File: src/rtl/instr_encoder_if.sv
// instr_encoder_if: request/response bundle for instr_encoder.
// Ports: request fields + handshake, encoded FIFO head, error, pop count.
interface instr_encoder_if;
  logic        i_req_vld;
  logic        o_req_rdy;
  logic [4:0]  i_opc;
  logic [3:0]  i_alu_op;
  logic [2:0]  i_funct3;
  logic [4:0]  i_rd;
  logic [4:0]  i_rs1;
  logic [4:0]  i_rs2;
  logic [31:0] i_imm;
  logic [31:0] o_instr;
  logic        o_instr_vld;
  logic        i_instr_rdy;
  logic        o_err;
  logic [15:0] o_cnt;

  modport master (
    output i_req_vld,
    output i_opc,
    output i_alu_op,
    output i_funct3,
    output i_rd,
    output i_rs1,
    output i_rs2,
    output i_imm,
    output i_instr_rdy,
    input  o_req_rdy,
    input  o_instr,
    input  o_instr_vld,
    input  o_err,
    input  o_cnt
  );

  modport slave (
    input  i_req_vld,
    input  i_opc,
    input  i_alu_op,
    input  i_funct3,
    input  i_rd,
    input  i_rs1,
    input  i_rs2,
    input  i_imm,
    input  i_instr_rdy,
    output o_req_rdy,
    output o_instr,
    output o_instr_vld,
    output o_err,
    output o_cnt
  );
endinterface

File: src/rtl/instr_encoder.sv
// instr_encoder: RV32I field encoder feeding a DEPTH-entry output FIFO.
// Ports: i_clk, i_rst_n (sync, active-low), bus (instr_encoder_if.slave).
module instr_encoder #(
  parameter int DEPTH = 4
) (
  input  logic          i_clk,
  input  logic          i_rst_n,
  instr_encoder_if.slave bus
);

  localparam int AW = $clog2(DEPTH);
  localparam logic [AW:0] FULL_N = (AW+1)'(DEPTH);

  localparam logic [4:0] OPC_R     = 5'b01100;
  localparam logic [4:0] OPC_I     = 5'b00100;
  localparam logic [4:0] OPC_S     = 5'b01000;
  localparam logic [4:0] OPC_L     = 5'b00000;
  localparam logic [4:0] OPC_B     = 5'b11000;
  localparam logic [4:0] OPC_LUI   = 5'b01101;
  localparam logic [4:0] OPC_AUIPC = 5'b00101;
  localparam logic [4:0] OPC_JAL   = 5'b11011;
  localparam logic [4:0] OPC_JALR  = 5'b11001;

  localparam logic [3:0] ALU_SUB = 4'd1;
  localparam logic [3:0] ALU_SLL = 4'd2;
  localparam logic [3:0] ALU_SRL = 4'd6;
  localparam logic [3:0] ALU_SRA = 4'd7;

  function automatic logic [2:0] alu_f3(
    input logic [3:0] op
  );
    case (op)
      4'd0, 4'd1: alu_f3 = 3'b000;
      4'd2:       alu_f3 = 3'b001;
      4'd3:       alu_f3 = 3'b010;
      4'd4:       alu_f3 = 3'b011;
      4'd5:       alu_f3 = 3'b100;
      4'd6, 4'd7: alu_f3 = 3'b101;
      4'd8:       alu_f3 = 3'b110;
      default:    alu_f3 = 3'b111;
    endcase
  endfunction

  logic [31:0] imm;
  logic [6:0]  opc7;
  logic [4:0]  rd;
  logic [4:0]  rs1;
  logic [4:0]  rs2;
  logic [2:0]  f3;
  logic [3:0]  aop;
  logic [2:0]  af3;
  logic [6:0]  af7;
  logic        fit12;
  logic        fitb;
  logic        fitj;
  logic        is_shift;
  logic        aop_bad;

  assign imm  = bus.i_imm;
  assign opc7 = {bus.i_opc, 2'b11};
  assign rd   = bus.i_rd;
  assign rs1  = bus.i_rs1;
  assign rs2  = bus.i_rs2;
  assign f3   = bus.i_funct3;
  assign aop  = bus.i_alu_op;
  assign af3  = alu_f3(aop);

  // Signed range tests: value fits when all bits above the
  // field's sign bit equal it.
  assign fit12 = (&imm[31:11]) | ~(|imm[31:11]);
  assign fitb  = (&imm[31:12]) | ~(|imm[31:12]);
  assign fitj  = (&imm[31:20]) | ~(|imm[31:20]);

  assign is_shift = (aop == ALU_SLL) |
                    (aop == ALU_SRL) |
                    (aop == ALU_SRA);
  assign aop_bad  = (aop > 4'd9);

  always_comb begin
    af7 = 7'b0000000;
    if (aop == ALU_SUB || aop == ALU_SRA)
      af7 = 7'b0100000;
  end

  logic [31:0] enc;
  logic        ill;

  always_comb begin
    enc = '0;
    ill = 1'b0;
    case (bus.i_opc)
      OPC_R: begin
        enc = {af7, rs2, rs1, af3, rd, opc7};
        ill = aop_bad;
      end
      OPC_I: begin
        if (is_shift) begin
          enc = {af7, imm[4:0], rs1, af3, rd, opc7};
          ill = |imm[31:5];
        end else begin
          enc = {imm[11:0], rs1, af3, rd, opc7};
          ill = ~fit12;
        end
        if (aop_bad || aop == ALU_SUB)
          ill = 1'b1;
      end
      OPC_L: begin
        enc = {imm[11:0], rs1, f3, rd, opc7};
        ill = ~fit12 | (f3 == 3'b011) |
              (f3 == 3'b110) | (f3 == 3'b111);
      end
      OPC_JALR: begin
        enc = {imm[11:0], rs1, 3'b000, rd, opc7};
        ill = ~fit12;
      end
      OPC_S: begin
        enc = {imm[11:5], rs2, rs1, f3,
               imm[4:0], opc7};
        ill = ~fit12 | (f3 > 3'b010);
      end
      OPC_B: begin
        enc = {imm[12], imm[10:5], rs2, rs1, f3,
               imm[4:1], imm[11], opc7};
        ill = ~fitb | imm[0] |
              (f3 == 3'b010) | (f3 == 3'b011);
      end
      OPC_JAL: begin
        enc = {imm[20], imm[10:1], imm[11],
               imm[19:12], rd, opc7};
        ill = ~fitj | imm[0];
      end
      OPC_LUI, OPC_AUIPC: begin
        enc = {imm[31:12], rd, opc7};
        ill = |imm[11:0];
      end
      default: begin
        enc = '0;
        ill = 1'b1;
      end
    endcase
  end

  logic [31:0] mem_q [DEPTH];
  logic [AW-1:0] wptr_q, wptr_d;
  logic [AW-1:0] rptr_q, rptr_d;
  logic [AW:0]   num_q, num_d;
  logic [15:0]   cnt_q, cnt_d;
  logic          err_q, err_d;
  logic          full;
  logic          empty;
  logic          acc;
  logic          push;
  logic          pop;

  assign full  = (num_q == FULL_N);
  assign empty = (num_q == '0);
  // A full FIFO refuses requests even if the head pops this cycle.
  assign acc   = bus.i_req_vld & ~full;
  assign push  = acc & ~ill;
  assign pop   = ~empty & bus.i_instr_rdy;

  always_comb begin
    wptr_d = wptr_q;
    rptr_d = rptr_q;
    num_d  = num_q;
    cnt_d  = cnt_q;
    err_d  = acc & ill;
    if (push)
      wptr_d = wptr_q + 1'b1;
    if (pop) begin
      rptr_d = rptr_q + 1'b1;
      cnt_d  = cnt_q + 16'd1;
    end
    unique case ({push, pop})
      2'b10:   num_d = num_q + 1'b1;
      2'b01:   num_d = num_q - 1'b1;
      default: num_d = num_q;
    endcase
  end

  always_ff @(posedge i_clk) begin
    if (!i_rst_n) begin
      wptr_q <= '0;
      rptr_q <= '0;
      num_q  <= '0;
      cnt_q  <= '0;
      err_q  <= 1'b0;
    end else begin
      wptr_q <= wptr_d;
      rptr_q <= rptr_d;
      num_q  <= num_d;
      cnt_q  <= cnt_d;
      err_q  <= err_d;
    end
  end

  // Storage needs no reset: occupancy gates what is visible.
  always_ff @(posedge i_clk) begin
    if (push)
      mem_q[wptr_q] <= enc;
  end

  assign bus.o_req_rdy   = ~full;
  assign bus.o_instr_vld = ~empty;
  assign bus.o_instr     = empty ? '0 : mem_q[rptr_q];
  assign bus.o_err       = err_q;
  assign bus.o_cnt       = cnt_q;

endmodule

File: src/flat_wrapper.sv
// flat-port wrapper written by rule: the top's interface ports become plain ports
module instr_encoder_flat 
#(
  parameter int DEPTH = 4
)
  (i_clk, i_rst_n, bus_i_req_vld, bus_i_opc, bus_i_alu_op, bus_i_funct3, bus_i_rd, bus_i_rs1, bus_i_rs2, bus_i_imm, bus_i_instr_rdy, bus_o_req_rdy, bus_o_instr, bus_o_instr_vld, bus_o_err, bus_o_cnt);
  instr_encoder_if bus_i ();
  input  logic i_clk;
  input  logic i_rst_n;
  input wire logic [$bits(bus_i.i_req_vld)-1:0] bus_i_req_vld;
  input wire logic [$bits(bus_i.i_opc)-1:0] bus_i_opc;
  input wire logic [$bits(bus_i.i_alu_op)-1:0] bus_i_alu_op;
  input wire logic [$bits(bus_i.i_funct3)-1:0] bus_i_funct3;
  input wire logic [$bits(bus_i.i_rd)-1:0] bus_i_rd;
  input wire logic [$bits(bus_i.i_rs1)-1:0] bus_i_rs1;
  input wire logic [$bits(bus_i.i_rs2)-1:0] bus_i_rs2;
  input wire logic [$bits(bus_i.i_imm)-1:0] bus_i_imm;
  input wire logic [$bits(bus_i.i_instr_rdy)-1:0] bus_i_instr_rdy;
  output wire logic [$bits(bus_i.o_req_rdy)-1:0] bus_o_req_rdy;
  output wire logic [$bits(bus_i.o_instr)-1:0] bus_o_instr;
  output wire logic [$bits(bus_i.o_instr_vld)-1:0] bus_o_instr_vld;
  output wire logic [$bits(bus_i.o_err)-1:0] bus_o_err;
  output wire logic [$bits(bus_i.o_cnt)-1:0] bus_o_cnt;
  assign bus_i.i_req_vld = bus_i_req_vld;
  assign bus_i.i_opc = bus_i_opc;
  assign bus_i.i_alu_op = bus_i_alu_op;
  assign bus_i.i_funct3 = bus_i_funct3;
  assign bus_i.i_rd = bus_i_rd;
  assign bus_i.i_rs1 = bus_i_rs1;
  assign bus_i.i_rs2 = bus_i_rs2;
  assign bus_i.i_imm = bus_i_imm;
  assign bus_i.i_instr_rdy = bus_i_instr_rdy;
  assign bus_o_req_rdy = bus_i.o_req_rdy;
  assign bus_o_instr = bus_i.o_instr;
  assign bus_o_instr_vld = bus_i.o_instr_vld;
  assign bus_o_err = bus_i.o_err;
  assign bus_o_cnt = bus_i.o_cnt;
  instr_encoder #(.DEPTH(DEPTH)) u_core (.i_clk(i_clk), .i_rst_n(i_rst_n), .bus(bus_i));
endmodule
File: config.mk
export PLATFORM = sky130hd
export DESIGN_NAME = instr_encoder_flat
export DESIGN_NICKNAME = d
export VERILOG_FILES = /design/src/rtl/instr_encoder_if.sv /design/src/rtl/instr_encoder.sv /design/src/flat_wrapper.sv
export SDC_FILE = /design/constraint.sdc
export NUM_CORES = 1
export LEC_CHECK = 0
export ABC_CLOCK_PERIOD_IN_PS = 6550
export CORE_UTILIZATION = 46
export DETAILED_ROUTE_END_ITERATION = 8
export PLACE_DENSITY_LB_ADDON = 0.2
export SYNTH_ARGS = -nofsm -noshare
export SYNTH_HDL_FRONTEND = slang
export SYNTH_SLANG_ARGS = --single-unit
export TNS_END_PERCENT = 50
File: constraint.sdc
create_clock -name i_clk -period 6.55 [get_ports i_clk]
set_input_delay 1.31 -clock i_clk [delete_from_list [all_inputs] [get_ports i_clk]]
set_output_delay 1.31 -clock i_clk [all_outputs]
set_load 0.005 [all_outputs]
After elaboration in Yosys (flattened, before gate mapping)
Memory sizes are Yosys's and may differ from the RTL's. A register that Yosys moved wholly into a read port is not among the register bits.
Cells that the tools add are included.
- bits in registers: 24
- bits in writable memories: 128
- ROM bits: 48
- bits of input ports: 63
- output and inout port bits: 51
- word-level logic and storage cells: 85
- memories: 2
- memory list (memory ; words ; width ; read ports ; clocked after Yosys merged registers in ; wr ports ; RTL line ; text):
    u_core.mem_q ; 4 ; 32 ; 1 ; 1 ; 1 ; instr_encoder.sv:143 ; logic [31:0] mem_q [DEPTH];
    (no name shown) ; 16 ; 3 ; 1 ; 0 ; 0 ; instr_encoder.sv:32 ; case (op)
- add/subtract/negate cells: 5
- magnitude comparators: 2
- equality and inequality tests: 19
- muxes and demuxes: 12
- bitwise operators: 26
- reduce and logical (&&, ||, !) cells: 14
- operators with widths (kind ; number):
    32-bit one-hot mux with 8 select lines ; 1
    32-bit 2-to-1 mux ; 2
    27-bit OR reduction ; 1
    12-bit OR reduction ; 2
    21-bit AND reduction ; 1
    21-bit OR reduction ; 1
    20-bit AND reduction ; 1
    20-bit OR reduction ; 1
    16-bit by 1-bit adder with 16-bit output, second input constant ; 1
    5-bit by 4-bit equality test with 1-bit output, second input constant ; 3
    5-bit equality test, second input constant ; 3
    1-bit OR ; 13
    12-bit AND reduction ; 1
    5-bit by 3-bit equality test with 1-bit output, second input constant ; 2
    3-bit equality test, second input constant ; 3
    1-bit NOT ; 9
    4-bit by 3-bit equality test with 1-bit output, second input constant ; 2
    1-bit one-hot mux with 8 select lines ; 1
    3-bit by 2-bit equality test with 1-bit output, second input constant ; 2
    6-bit 2-to-1 mux ; 1
    3-bit one-hot mux with 2 select lines ; 1
    5-bit zero test ; 1
    2-bit by 1-bit adder with 2-bit output, second input constant ; 2
    1-bit AND ; 4
    14 further kinds ; 19

Depth between registers and ports, before layout
- depth in word-level cells: 12
- gate-level depth with buffers: 14
- mapped depth without buffers: 13

Worst setup path before layout
OpenSTA, ideal clock, no wires.
- path type: in2reg
- start point: in bus_i_opc[2]
- end point: reg u_core.num_q[2]
- library setup time: 0.076 ns
- data arrival time: 4.016 ns
- required time: 6.474 ns
- slack: 2.459 ns
- stages on the path: 14
- path buffers: 1
- path through: buf_2 > nor4b_2 > nor3b_1 > or2_2 > o221ai_1 > nand4_1 > nor2_1 > inv_1 > ha_1 > inv_1 > fa_1 > xor2_1 > or3_1 > a21boi_0
- longest elaborated chain between the ends: 7
- elaborated cells between the ends (all ways): 17
- classes of those cells: eq/ne: 10; mux: 2; bitwise: 2; reduce/logical: 3
- ends and longest elaborated chain (element ; RTL line ; text):
    start, declared ; flat_wrapper.sv:11 ; input wire logic [$bits(bus_i.i_opc)-1:0] bus_i_opc;
    5-bit by 4-bit equality test with 1-bit output / 5-bit by 3-bit equality test with 1-bit output (equally long branches) ; instr_encoder.sv:91 ; case (bus.i_opc)
    2-bit OR reduction ; instr_encoder.sv:91 ;
    1-bit one-hot mux with 8 select lines (*) ; instr_encoder.sv:91 ;
    1-bit NOT (*) ; instr_encoder.sv:159 ; assign push = acc & ~ill;
    1-bit AND (*) ; instr_encoder.sv:159 ;
    2-bit by 1-bit equality test with 1-bit output / 2-bit equality test (equally long branches) ; instr_encoder.sv:174 ; unique case ({push, pop})
    3-bit one-hot mux with 2 select lines / 2-bit nonzero test (equally long branches) ; - ;
    end signal, assigned ; instr_encoder.sv:191 ; num_q <= num_d;
    end, declared ; instr_encoder.sv:146 ; logic [AW:0] num_q, num_d;
Every way passes the cells marked *; elsewhere a longest branch is shown, timed or not.
A chain may end at the register's enable or synchronous reset.

Final worst setup path
- start point: in bus_i_opc[3]
- end point: reg u_core.num_q[2]
The elaborated chain is that of the path after synthesis.

==> impl_metrics.tcl <==
set metrics [dict create \
    status "completed" \
    layout-area-overhead-vs-synth_pct 28.1 \
    finalWorstSetupSlack_ps 1970 \
    worstHoldPathType "reg -> reg" \
    synth.ff_latch_count 150 \
    seq_area_um2 4250 \
    worst-endpoint-arrival_ps 4920 \
    tritoncts_clock_tree "built" \
    timing.critical_path.buf_inv 3 \
    rows 44 \
    hold_viol_final 0 \
    crit_fanout 14 \
    first_global_vias 4560 \
    port_buffers 113 \
    grt_antenna_before_repair 0 \
    synth_enable_flop_cells 124 \
    drcViolationCount 0 \
    fillCellCount 1138 \
    grt_use_total_pct 22.6 \
    first_iter_violations 342 \
    drt-vias-per-instance 5.79 \
    cts.repair_timing.setup_buffer_count 0 \
    min_period_ps 4580 \
    worst_setup_slack_after_placement_ps 1580 \
    rsz_0062_raised_after_global_routing "false" \
    clockBufferDepth 2 \
    max_cap_check_violation_count 0 \
    post-layout-total-power_mw 2.57 \
    critical_path.max_stage_delay_ps 780 \
    pin_count_of_the_biggest_net_entering_global_routing 33 \
    cp.required_ps 6900 \
    grt_pass1_wl_um 24800 \
    swShare_pct 23.4 \
    final_antenna_net_count 0 \
    synth_top_area_cell "sky130_fd_sc_hd__edfxtp_1" \
    vias 4576 \
    finalWirelength_um 16000 \
    detail_route.wl_per_cell_um 20.2 \
    power.leakage_nw 2.95 \
    ys_seq_area_share_pct 62.2 \
    worstSkewPairLatency_ps 420 \
    multi_input_comb_area_um2 2420 \
    post-route-cell-area_um2 8740 \
    timing.fmax_mhz 218 \
    critPathLaunchType "input port" \
    finalHoldWorstSlack_ps 508 \
    cell_count_post_placement 759 \
    globalplace.congestion 0.798 \
    internal_power_mw 1.97 \
    clk_root_buffer_cell "sky130_fd_sc_hd__clkbuf_16" \
    chip_width_um 124 \
    p_per_area_nw_per_um2 294 \
    global_route.overflow_total 0 \
    post_cts_resize_count 0 \
    min_period_over_period_pct 69.9 \
    syn-mean-instance-area_um2 14.3 \
    cts.sink_count 150 \
    timing.max_slew.rel_slack_pct 27.4 \
    ir_drop_worst_case_vdd_mv 0.151 \
    synth.area.top_cells "sky130_fd_sc_hd__edfxtp_1 55%, sky130_fd_sc_hd__mux4_2 10%, sky130_fd_sc_hd__dfxtp_1 7.6%" \
    yosys.area.top_type_share_pct 54.6 \
    synth_cell_types 61 \
    seq_power_share_pct 42.1 \
    switchingPower_uw 601 \
    comb_power_share_pct 20.2 \
    postSynth.topFlopCell "sky130_fd_sc_hd__edfxtp_1" \
    drtPass1Iterations 5 \
    die_outline_area_um2 15300 \
    place_area_um2 8140 \
    postSynthNetCount 547 \
    slew_violations 0 \
    critical_path.endpoint_type "flip-flop" \
    setup_violations 0 \
    cts-hold-fix-buffers 0 \
    antenna_cells 0 \
    async_flop_share_pct 0 \
    detailedPlacementHpwl_um 10800 \
    worstPathCellList "clkdlybuf4s50_1 > nor2b_1 > nand2_1 > nor2_1 > a2111oi_2 > nand4_1 > nor2_1 > inv_1 > ha_1 > inv_1 > fa_1 > xor2_1 > or3_1 > a21boi_0" \
    clock_power_share_pct 37.7 \
    post-route-util_pct 60.4 \
    cts-htree-levels 4 \
    ys_warn_count 0 \
    start_util_pct 47.1 \
    syn_inst 477 \
    nets 664 \
    critPathSlowestCell "sky130_fd_sc_hd__clkdlybuf4s50_1" \
    mappedNetlistArea_um2 6820 \
    ios 114 \
    final_layout_size_suffix_gt1_share_pct 13.3 \
    final-instance-count-excl-fill 791 \
    fin_setup_tns_ps 0 \
    cpLargestDelayFamily "simple AND/OR/NAND/NOR gates" \
    ff2ff_setup_slack_ps 4240 \
    design.core.area_um2 14500 \
    timing_worst_slew_pin_value_ps 1090 \
    worst_clock_skew_ps 10.2 \
    criticalPathCategory "in -> reg" \
    clkSlewWorstSetupHoldPaths_ps 60 \
    dieHeight_um 124 \
    tritoncts.num_buffers 17 \
]
[sequential cells by signal, indices dropped and copies added (netlist names), named ones only]
register,count
u_core.mem_q,124
u_core.bus.o_cnt,16
u_core.num_q,3
u_core.rptr_q,2
u_core.wptr_q,2
u_core.bus.o_err,1
[power groups by stage]
stage	combinational, mW	clock, mW	sequential [mW]
2_1_floorplan	0.275	0	1.09
3_3_place_gp	0.518	0	1.10
3_5_place_dp	0.526	0	1.10
4_1_cts	0.530	0.988	1.08
5_1_grt	0.569	1.03	1.09
6_report	0.520	0.970	1.08
[cells in the mapped netlist (all sizes together), types with 8 or more instances]
cell,instances
and2,52
nor2,14
xnor2,13
nand4,9
nand3,8
dfxtp,26
o21ai,13
buf,8
mux4,31
a21oi,12
edfxtp,124
clkbuf,14
a22o,15
nand2,29
inv,16
[layout make-up]
cell class              count  area share, %
clock buffers              20           5.11
inverters                  16          0.687
flip-flops and latches    150           48.6
well taps                 184           2.63
clock inverters            12           1.73
repair buffers            120           13.5
multi-input cells         289           27.7
[worst min-delay path, delay by kind of cell, from the launching register on]
family	cells	cell delay, ps
AND/OR/NAND/NOR	1	60
multiplexers	1	60
flip-flops	1	340
[cell families after synthesis]
kind of cell / synth area share, %
and+or+nand+nor: 13.2
buffers and inverters: 2.29
muxes: 10.7
adders and majority gates: 1.39
xor gates and xnor gates: 2.18
DFF: 62.2
AOI/OAI and AO/OA: 8.05
[worst paths after layout]
kind	start	to	cells past startpoint
hold / removal	u_core.wptr_q[1]$_SDFFE_PN0P_	u_core.wptr_q[1]$_SDFFE_PN0P_	2
setup reg to reg	u_core.num_q[0]$_SDFFE_PN0P_	u_core.mem_q[1][31]$_DFFE_PP_	6
hold reg to reg	u_core.wptr_q[1]$_SDFFE_PN0P_	u_core.wptr_q[1]$_SDFFE_PN0P_	2
setup / recovery	bus_i_opc[3]	u_core.num_q[2]$_SDFFE_PN0P_	14
[routing by layer]
layer	GRT usage (%)	share of wire, %	vias to the layer above
met4	7.00	1.1	0
met5	0	0	-
li1	-	-	2083
met1	29.3	42	2307
met2	37.2	50	169
met3	5.68	6.7	17
[cells in the final DEF, fill, tap and decap left out, types with 6 or more instances in the layout]
cell type                           n
sky130_fd_sc_hd__nand2_1           29
sky130_fd_sc_hd__or3_1              6
sky130_fd_sc_hd__o21ai_0           13
sky130_fd_sc_hd__nand3_1            8
sky130_fd_sc_hd__buf_4              7
sky130_fd_sc_hd__clkbuf_16         17
sky130_fd_sc_hd__ha_1               6
sky130_fd_sc_hd__and2_1            52
sky130_fd_sc_hd__dfxtp_1           24
sky130_fd_sc_hd__a21oi_1           12
sky130_fd_sc_hd__edfxtp_1         124
sky130_fd_sc_hd__inv_1             16
sky130_fd_sc_hd__mux4_2            31
sky130_fd_sc_hd__nor3_1             6
sky130_fd_sc_hd__nor2_1            14
sky130_fd_sc_hd__nand4_1            9
sky130_fd_sc_hd__xnor2_1           13
sky130_fd_sc_hd__a22o_1            15
sky130_fd_sc_hd__clkdlybuf4s50_1  113
Power figures use the tool's default switching activity.
